===== config.mk =====
export PLATFORM = sky130hd
export DESIGN_NAME = lsu_byte_sequencer
export DESIGN_NICKNAME = d
export VERILOG_FILES = /design/src/rtl/lsu_byte_sequencer.sv
export SDC_FILE = /design/constraint.sdc
export NUM_CORES = 1
export LEC_CHECK = 0
export ABC_CLOCK_PERIOD_IN_PS = 5230
export BUFFER_PORTS_ARGS = -buffer_cell sky130_fd_sc_hd__buf_2
export CAP_MARGIN = 10
export CORE_MARGIN = 3
export CORE_UTILIZATION = 55
export DETAILED_ROUTE_END_ITERATION = 10
export GPL_TIMING_DRIVEN = 0
export PLACE_DENSITY = 0.84
export SYNTH_ARGS = -nofsm -noshare
export SYNTH_HDL_FRONTEND = slang
export SYNTH_SLANG_ARGS = --single-unit

===== constraint.sdc =====
create_clock -name clk -period 5.23 [get_ports clk]
set_input_delay 1.3075 -clock clk [delete_from_list [all_inputs] [get_ports clk]]
set_output_delay 1.3075 -clock clk [all_outputs]
set_load 0.005 [all_outputs]

===== src/rtl/lsu_byte_sequencer.sv =====
// rtl/lsu_byte_sequencer.sv - byte-serial load/store initiator with little-endian assembly and extension
// Optional: define LSU_MISALIGN_TRAP_EN to trap misaligned requests with resp_err instead of executing them.

module lsu_byte_sequencer #(
    parameter int ADDR_W = 64
) (
    input  logic              clk,
    input  logic              reset_n,
    input  logic              req_valid,
    output logic              req_ready,
    input  logic              req_write,
    input  logic [1:0]        req_size,
    input  logic              req_unsigned,
    input  logic [ADDR_W-1:0] req_addr,
    input  logic [63:0]       req_wdata,
    output logic              resp_valid,
    output logic [63:0]       resp_rdata,
    output logic              resp_err,
    output logic [ADDR_W-1:0] mem_addr,
    output logic              mem_re,
    output logic              mem_we,
    output logic [7:0]        mem_wdata,
    input  logic [7:0]        mem_rdata,
    output logic              busy
);

    typedef enum logic [2:0] {IDLE, ST, RD_REQ, RD_CAP, RESP} state_t;

    state_t              state;
    logic [1:0]          size_q;
    logic                uns_q;
    logic [ADDR_W-1:0]   addr_q;
    logic [63:0]         wdata_q;
    logic [63:0]         asm_q;
    logic [2:0]          k;

    logic [2:0]          last_k;
    logic [2:0]          k_nxt;
    logic [ADDR_W-1:0]   addr_nxt;
    logic [63:0]         asm_new;

    assign last_k   = 3'((4'd1 << size_q) - 4'd1);
    assign k_nxt    = k + 3'd1;
    assign addr_nxt = addr_q + ADDR_W'(k_nxt);

`ifdef LSU_MISALIGN_TRAP_EN
    logic misalign;
    assign misalign = |(req_addr[2:0] & 3'((4'd1 << req_size) - 4'd1));
`endif

    // Assembly register with the byte arriving this cycle already merged in
    always_comb begin
        asm_new = asm_q;
        asm_new[{k, 3'b000} +: 8] = mem_rdata;
    end

    function automatic logic [63:0] extend(input logic [63:0] d, input logic [1:0] sz, input logic uns);
        logic [63:0] r;
        case (sz)
            2'd0:    r = {{56{~uns & d[7]}},  d[7:0]};
            2'd1:    r = {{48{~uns & d[15]}}, d[15:0]};
            2'd2:    r = {{32{~uns & d[31]}}, d[31:0]};
            default: r = d;
        endcase
        return r;
    endfunction

    always_ff @(posedge clk or negedge reset_n) begin
        if (!reset_n) begin
            state      <= IDLE;
            size_q     <= 2'd0;
            uns_q      <= 1'b0;
            addr_q     <= '0;
            wdata_q    <= 64'd0;
            asm_q      <= 64'd0;
            k          <= 3'd0;
            req_ready  <= 1'b1;
            busy       <= 1'b0;
            resp_valid <= 1'b0;
            resp_err   <= 1'b0;
            resp_rdata <= 64'd0;
            mem_addr   <= '0;
            mem_re     <= 1'b0;
            mem_we     <= 1'b0;
            mem_wdata  <= 8'd0;
        end else begin
            case (state)
                IDLE: begin
                    if (req_valid) begin
                        size_q     <= req_size;
                        uns_q      <= req_unsigned;
                        addr_q     <= req_addr;
                        wdata_q    <= req_wdata;
                        asm_q      <= 64'd0;
                        k          <= 3'd0;
                        resp_rdata <= 64'd0;
                        resp_err   <= 1'b0;
                        req_ready  <= 1'b0;
                        busy       <= 1'b1;
`ifdef LSU_MISALIGN_TRAP_EN
                        if (misalign) begin
                            state      <= RESP;
                            resp_valid <= 1'b1;
                            resp_err   <= 1'b1;
                        end else
`endif
                        begin
                            // First strobe goes out in the cycle right after accept
                            mem_addr <= req_addr;
                            if (req_write) begin
                                state     <= ST;
                                mem_we    <= 1'b1;
                                mem_wdata <= req_wdata[7:0];
                            end else begin
                                state  <= RD_REQ;
                                mem_re <= 1'b1;
                            end
                        end
                    end
                end
                ST: begin
                    if (k == last_k) begin
                        mem_we     <= 1'b0;
                        state      <= RESP;
                        resp_valid <= 1'b1;
                        resp_rdata <= 64'd0;
                    end else begin
                        k         <= k_nxt;
                        mem_addr  <= addr_nxt;
                        mem_wdata <= wdata_q[{k_nxt, 3'b000} +: 8];
                    end
                end
                RD_REQ: begin
                    mem_re <= 1'b0;
                    state  <= RD_CAP;
                end
                RD_CAP: begin
                    asm_q <= asm_new;
                    if (k == last_k) begin
                        state      <= RESP;
                        resp_valid <= 1'b1;
                        resp_rdata <= extend(asm_new, size_q, uns_q);
                    end else begin
                        k        <= k_nxt;
                        mem_re   <= 1'b1;
                        mem_addr <= addr_nxt;
                        state    <= RD_REQ;
                    end
                end
                RESP: begin
                    resp_valid <= 1'b0;
                    resp_err   <= 1'b0;
                    req_ready  <= 1'b1;
                    busy       <= 1'b0;
                    state      <= IDLE;
                end
                default: begin
                    state     <= IDLE;
                    req_ready <= 1'b1;
                    busy      <= 1'b0;
                    mem_re    <= 1'b0;
                    mem_we    <= 1'b0;
                end
            endcase
        end
    end

endmodule


==> out/results.ini, run 1 <==
[finish]
drive_above_1_share_pct = 19.6
fin_nets = 2161
multi_input_area_mm2 = 0.00705
area_growth_pct = 19.7
final_util_pct = 67.0
nFillCells = 2235
fin_area_mm2 = 0.0193
final-seq-area_mm2 = 0.00856

[timing]
clock.fmax_ghz = 0.204
hold_viol = 0
tns_ps = 0
finalCritPeriodShare_pct = 93.8
tightestPinTransition_ps = 1130
skew_ps = 18.4
fin_crit_ps = 4900
setup_ws_ps = 326
setup_violations = 0
maxSlewViolCount = 0
max_slew_margin_pct = 24.1
rsz0062_at_grt = false

[cts]
root_buffer = clkbuf_16
cts_buffers = 36
cts_buffer_depth = 3
clkTransAtPathRegs_ps = 60
clk_latency_ps = 520
cts_sinks = 342
ctsHoldBuffers = 0
cts_tree = done
cts-htree-levels = 2

[critical_path]
path_class = flip-flop to flip-flop
worstSetupEndpointType = flip-flop
rrSetupSlack_ps = 330
path_max_fanout = 10
cp.arrival_ps = 5310
start_kind = flip-flop
crit_required_ps = 5640

[yosys]
synth.most_common_cell = nand2_1
synth-edff-count = 0
synth_xor_area_share_pct = 3.21
synth.distinct_cells = 70
synth-simple-area-share_pct = 20.4
netlist_instances = 1687
synthTopCellsByCount = 525 x nand2_1, 341 x dfrtp_1, 112 x o21ai_0, 89 x clkbuf_1, 76 x nand3_1
synth_compound_area_share_pct = 12.7
syn_nets = 1838
ys_seq_elements = 342
async_reset_ff_share_pct = 100
yosys-top-cells-area = dfrtp_1 53%, nand2_1 12%, mux2i_1 4.4%
synth_top_family_by_area = simple AND/OR/NAND/NOR gates
postSynthAreaPerCell_um2 = 9.55
synth-adder-area-share_pct = 0.668
synthMuxAreaShare_pct = 6.72
synth_top_cell_area_share_pct = 52.9
synth_area_mm2 = 0.0161
yosysTopAreaCell = dfrtp_1
synth_seq_area_share_pct = 53.1
synth_warnings = 0
synth_ff_type = dfrtp_1

[power]
p_per_area_mw_per_mm2 = 616
pwr-share-clk_pct = 21.4
p_int_uw = 7070
pwr-share-seq_pct = 38.5
leakage_uw = 0.00967
peakVddDrop_mv = 0.375
swShare_pct = 40.5
p_switching_uw = 4820
comb_power_share_pct = 40.1

[floorplan]
io_pins = 285
core_mm2 = 0.0288
die_h_um = 177
die_area_mm2 = 0.0314
dieWidth_um = 177
initial_core_util_pct = 56.0
fp-row-count = 62

[global_route]
grt_remaining_overflow = 0
grt_pass1_wl_um = 75300
antenna_found_initial = 4
grt_max_degree = 100
grt_usage_pct = 30.3
grt_pass1_vias = 14400

[placed_design]
globalplace.congestion = 0.902
dpl_cell_area_mm2 = 0.0181
port_buffers = 281
pre_cts_slack_ps = 209
hpwl_um = 34900

[route]
avgViaCountPerCell = 5.90
drt_iter0_drc = 1407
drt_pre_antenna_iters = 6
drc = 0
finalWirelength_um = 48200
wl_per_cell_um = 19.9
antenna_left = 0
vias = 14300

[run]
max-cap-violations = 0

[status]
status = completed

[min_path]
min_path_type = flip-flop to flip-flop

## state kept, by name, summed over array words and instances (netlist names)
| signal | count |
|---|---|
| state | 3 |
| k | 3 |
| resp_rdata | 64 |
| req_ready | 1 |
| asm_q | 64 |
| mem_we | 1 |
| mem_addr | 64 |
| size_q | 2 |
| busy | 1 |
| addr_q | 64 |
| mem_wdata | 8 |
| mem_re | 1 |
| resp_valid | 1 |
| uns_q | 1 |
| wdata_q | 64 |
## power groups by stage
stage               logic (uW)  registers [uW]  clock network [uW]
finish                    4770            4570                2540
CTS                       4730            4540                2550
global route              5270            4680                2670
floorplan                 3010            4410                   0
global placement          4490            4500                   0
detailed placement        4680            4560                   0
## metal layers
metal	vias to the layer above	part of all wire [%]	track usage [%]
li1	6483	-	-
met1	6989	39	38.4
met2	684	49	51.7
met3	155	8.4	6.44
met4	4	3.5	10.9
met5	-	0.064	0
## critical path: stages (launching register included)
cell	delay (ps)
dfrtp_1	400
buf_2	290
clkbuf_4	320
inv_1	130
ha_1	390
clkbuf_1	240
buf_2	310
inv_1	200
fa_1	500
nor2b_2	310
o2111ai_4	300
or2_2	380
clkbuf_1	220
o41ai_1	440
a311oi_1	160
a21o_1	210
## layout by cell type (no fill, tap or decap), types with 21 or more instances in the layout
master,count
clkbuf_16,37
xnor2_1,21
buf_2,301
xor2_1,38
nand3_1,76
a22o_1,63
nor2_1,65
clkbuf_1,98
a22oi_1,24
nand2_1,525
dfrtp_1,341
mux2i_1,71
o21ai_0,112
## cell type report
cell class / count / share of cell area [%]
Clock buffer: 55 / 5.62
Buffer: 115 / 2.41
Clock inverter: 11 / 0.454
Timing Repair Buffer: 285 / 7.81
Antenna cell: 3 / 0.0389
Multi-Input combinational cell: 1217 / 36.5
Tap cell: 384 / 2.49
Inverter: 13 / 0.253
Sequential cell: 342 / 44.4
## timing repair
action | 4_1_cts | 5_1_grt
gates resized for setup | 0 | 2
setup buffers | 0 | 0
setup endpoints to repair | 0 | 11
endpoints found under the hold margin | 0 | 0
## metrics by stage
step | hold slack (ps) | cells | total power [uW]
floorplan | 440 | 1687 | 7420
global placement | 446 | 2352 | 9000
detailed placement | 458 | 2356 | 9240
CTS | 473 | 2422 | 11800
global route | 492 | 2424 | 12600
finish | 471 | 2425 | 11900
## path summary, 6_finish.rpt
path | from | to | depth (start not counted)
min | mem_wdata[3]$_DFFE_PN0P_ | mem_wdata[3]$_DFFE_PN0P_ | 2
min reg2reg | mem_wdata[3]$_DFFE_PN0P_ | mem_wdata[3]$_DFFE_PN0P_ | 2
max reg2reg | k[0]$_DFFE_PN0P_ | mem_addr[46]$_DFFE_PN0P_ | 15
max in group asynchronous | reset_n | size_q[0]$_DFFE_PN0P_ | 3
min in group asynchronous | reset_n | mem_wdata[5]$_DFFE_PN0P_ | 1
max | k[0]$_DFFE_PN0P_ | mem_addr[46]$_DFFE_PN0P_ | 15
## cells by family (layout without fill, tap and decap cells)
kind of cell | after synthesis | after routing
buffers and inverters | 128 | 479
AO/OA/AOI/OAI | 297 | 297
other | 1 | 4
adder cells (fa/ha/maj) | 8 | 8
XOR/XNOR | 59 | 59
flip-flops | 342 | 342
AND/OR/NAND/NOR | 764 | 764
multiplexers | 88 | 88
No activity file was read; power rests on OpenSTA's default activity.
==> inputs of run 2 (changes only) <==
--- a/config.mk
+++ b/config.mk
@@ -10,3 +10,3 @@
 export CAP_MARGIN = 10
-export CORE_MARGIN = 3
+export CORE_MARGIN = 4
 export CORE_UTILIZATION = 55
@@ -15,2 +15,3 @@
 export PLACE_DENSITY = 0.84
+export RECOVER_POWER = 25
 export SYNTH_ARGS = -nofsm -noshare
==> constraint.sdc (replaced) <==
create_clock -name clk -period 5.23 [get_ports clk]
set_input_delay 1.046 -clock clk [delete_from_list [all_inputs] [get_ports clk]]
set_output_delay 1.046 -clock clk [all_outputs]
set_load 0.005 [all_outputs]
==> run 2 against run 1 <==
  * The run now ends with capacitance limit, slew limit left
  * Cell area increased by 0.47%
  * Non-clock buffer count unchanged
  * Fmax decreased by 0.94%
  * Worst setup slack got worse by 47 ps
  * Sequential power about the same
  * Utilization increased by 0.31 points
  * Global-route usage decreased by 0.55 points
  * Largest cell class unchanged
  * Final cell count about the same
  * Sequential share of layout area decreased by 0.21 points
  * Flip-flop and latch count unchanged
  * Critical path depth unchanged
  * Hold slack got worse by 0.66 ps
  * Critical path type unchanged
==> out/results.ini, run 2 (synthesis results as in run 1) <==
[placed_design]
globalplace.congestion = 0.925
dp.cells = 2356
hpwl_um = 35000
port_buffers = 281

[timing]
setup_violations = 0
finalCritPeriodShare_pct = 94.7
clock.fmax_ghz = 0.202
tightestPinTransition_ps = 3750
hold_viol = 0
fin_crit_ps = 4950
whs_ps = 470
skew_ps = 29.2
maxSlewViolCount = 63
rsz0062_at_grt = false
max_slew_margin_pct = -150

[power]
leakage_uw = 0.00970
pwr-share-seq_pct = 38.0
swShare_pct = 40.1
comb_power_share_pct = 39.5
peakVddDrop_mv = 0.325
p_per_area_mw_per_mm2 = 621
p_switching_uw = 4820
pwr-share-clk_pct = 22.5
p_int_uw = 7210

[floorplan]
dieWidth_um = 179
initial_core_util_pct = 56.0
core_mm2 = 0.0288
die_h_um = 179
io_pins = 285
die_area_mm2 = 0.0321
fp-row-count = 62

[min_path]
holdPathEnd = mem_addr[19]$_DFFE_PN0P_
min_path_type = flip-flop to flip-flop
hold-path-cell-count = 1
holdCritStartpoint = mem_addr[19]$_DFFE_PN0P_

[critical_path]
r2r_end = mem_addr[46]$_DFFE_PN0P_
start_kind = flip-flop
rrSetupSlack_ps = 280
crit_chain = buf_2, clkbuf_4, inv_1, ha_1, clkbuf_1, buf_2, inv_1, fa_1, nor2b_2, o2111ai_4, or2_2, clkbuf_1, o41ai_1, a311oi_1, a21o_1
r2r_cells = 15
r2r_start = k[0]$_DFFE_PN0P_
cp.arrival_ps = 5350
path_delay_family = buffers and inverters
crit_required_ps = 5630
path_class = flip-flop to flip-flop
path_buf_inv = 7
crit_slowest_cell = fa_1
cpPeakStageDelay_ps = 490
path_max_fanout = 10
worstSetupEndpointType = flip-flop

[global_route]
grt_pass1_vias = 14400
antenna_found_initial = 7
grt_remaining_overflow = 0
grt_usage_pct = 29.8
grt_pass1_wl_um = 75800
grt_max_degree = 110

[finish]
nFillCells = 2255
fin_cells = 2426
final_common_cell = nand2_1
drive_above_1_share_pct = 19.9
layout_common_cells = 525 x nand2_1, 341 x dfrtp_1, 301 x buf_2
multi_input_area_mm2 = 0.00705
final-seq-area_mm2 = 0.00856
fin_nets = 2162
area_growth_pct = 20.2

[route]
finalWirelength_um = 48200
drt_iter0_drc = 1335
avgViaCountPerCell = 5.92
vias = 14400
antenna_left = 0
wl_per_cell_um = 19.9
drt_pre_antenna_iters = 5
drc = 0

[run]
max-cap-violations = 1

[cts]
cts_buffer_depth = 3
cts_tree = done
ctsHoldBuffers = 0
clkTransAtPathRegs_ps = 60
cts-htree-levels = 2
clk_latency_ps = 530
cts_sinks = 342
cts_buffers = 37
root_buffer = clkbuf_16
cts_setup_buffers = 0

[status]
status = finished with violations
violations = capacitance limit, slew limit

==> run 2: changes by cell type in the layout (fill, tap and decap cells not counted) <==
cell        previous run  this run
clkbuf_1              98        95
clkbuf_8               9        12
bufinv_16              1         3
clkinv_2               8         6
buf_8                  1         0
clkinvlp_4             0         1
inv_8                  0         1
nor4_1                 4         3
nor4_2                 0         1
==> run 2: worst reg2reg max path: stages, from the launching register on <==
cell       delay [ps]
dfrtp_1           400
buf_2             270
clkbuf_4          320
inv_1             140
ha_1              400
clkbuf_1          230
buf_2             300
inv_1             210
fa_1              490
nor2b_2           310
o2111ai_4         280
or2_2             370
clkbuf_1          230
o41ai_1           480
a311oi_1          190
a21o_1            220
==> run 2: worst max path at each step <==
stage	from	end	slack [ps]	cells past startpoint
after floorplan	k[0]$_DFFE_PN0P_	mem_addr[46]$_DFFE_PN0P_	1370	15
after global placement	reset_n	mem_addr[47]$_DFFE_PN0P_	-3250	1
after detailed placement	k[0]$_DFFE_PN0P_	mem_addr[46]$_DFFE_PN0P_	170	15
after CTS	k[0]$_DFFE_PN0P_	mem_addr[46]$_DFFE_PN0P_	130	15
after global routing	k[0]$_DFFE_PN0P_	mem_addr[46]$_DFFE_PN0P_	50	15
final	k[0]$_DFFE_PN0P_	mem_addr[46]$_DFFE_PN0P_	280	15
==> run 2: layout make-up <==
class	count	share of cell area, %
antenna	3	0.0387
buffer	115	2.40
clock buffer	54	5.73
clock inverter	13	0.807
inverter	13	0.252
multi-input combinational	1217	36.4
sequential	342	44.2
tap	384	2.48
timing repair buffer	285	7.72
==> run 2: repair_timing <==
item / CTS / global route
hold endpoints to repair: 0 / 0
resized for setup: 0 / 3
endpoints found under the setup margin: 0 / 7
==> run 2: stage by stage <==
| step | utilization (%) | instance area, um^2 | total power, uW | TNS (ps) | setup WS (ps) |
|---|---|---|---|---|---|
| finish | 67.3 | 19400 | 12000 | 0 | 280 |
| global route | 67.3 | 19400 | 12800 | 0 | 54.3 |
| CTS | 67.3 | 19400 | 12000 | 0 | 132 |
| detailed placement | 62.9 | 18100 | 9240 | 0 | 174 |
| global placement | 62.6 | 18000 | 9010 | -1100080 | -3250 |
| floorplan | - | 16100 | 7420 | 0 | 1370 |
==> run 2: metal layers <==
| layer | part of all wire (%) | vias to the layer above | GRT usage [%] |
|---|---|---|---|
| met5 | 0.077 | - | 0 |
| met4 | 4.2 | 6 | 12.1 |
| met3 | 9.0 | 149 | 6.45 |
| met2 | 48 | 727 | 49.6 |
| met1 | 38 | 7004 | 38.1 |
| li1 | - | 6469 | - |
==> run 2: power by group through the flow <==
stage / registers [uW] / clock network [uW] / logic, uW
2_1_floorplan: 4410 / 0 / 3010
3_3_place_gp: 4500 / 0 / 4510
3_5_place_dp: 4560 / 0 / 4680
4_1_cts: 4540 / 2730 / 4730
5_1_grt: 4680 / 2830 / 5290
6_report: 4570 / 2710 / 4750
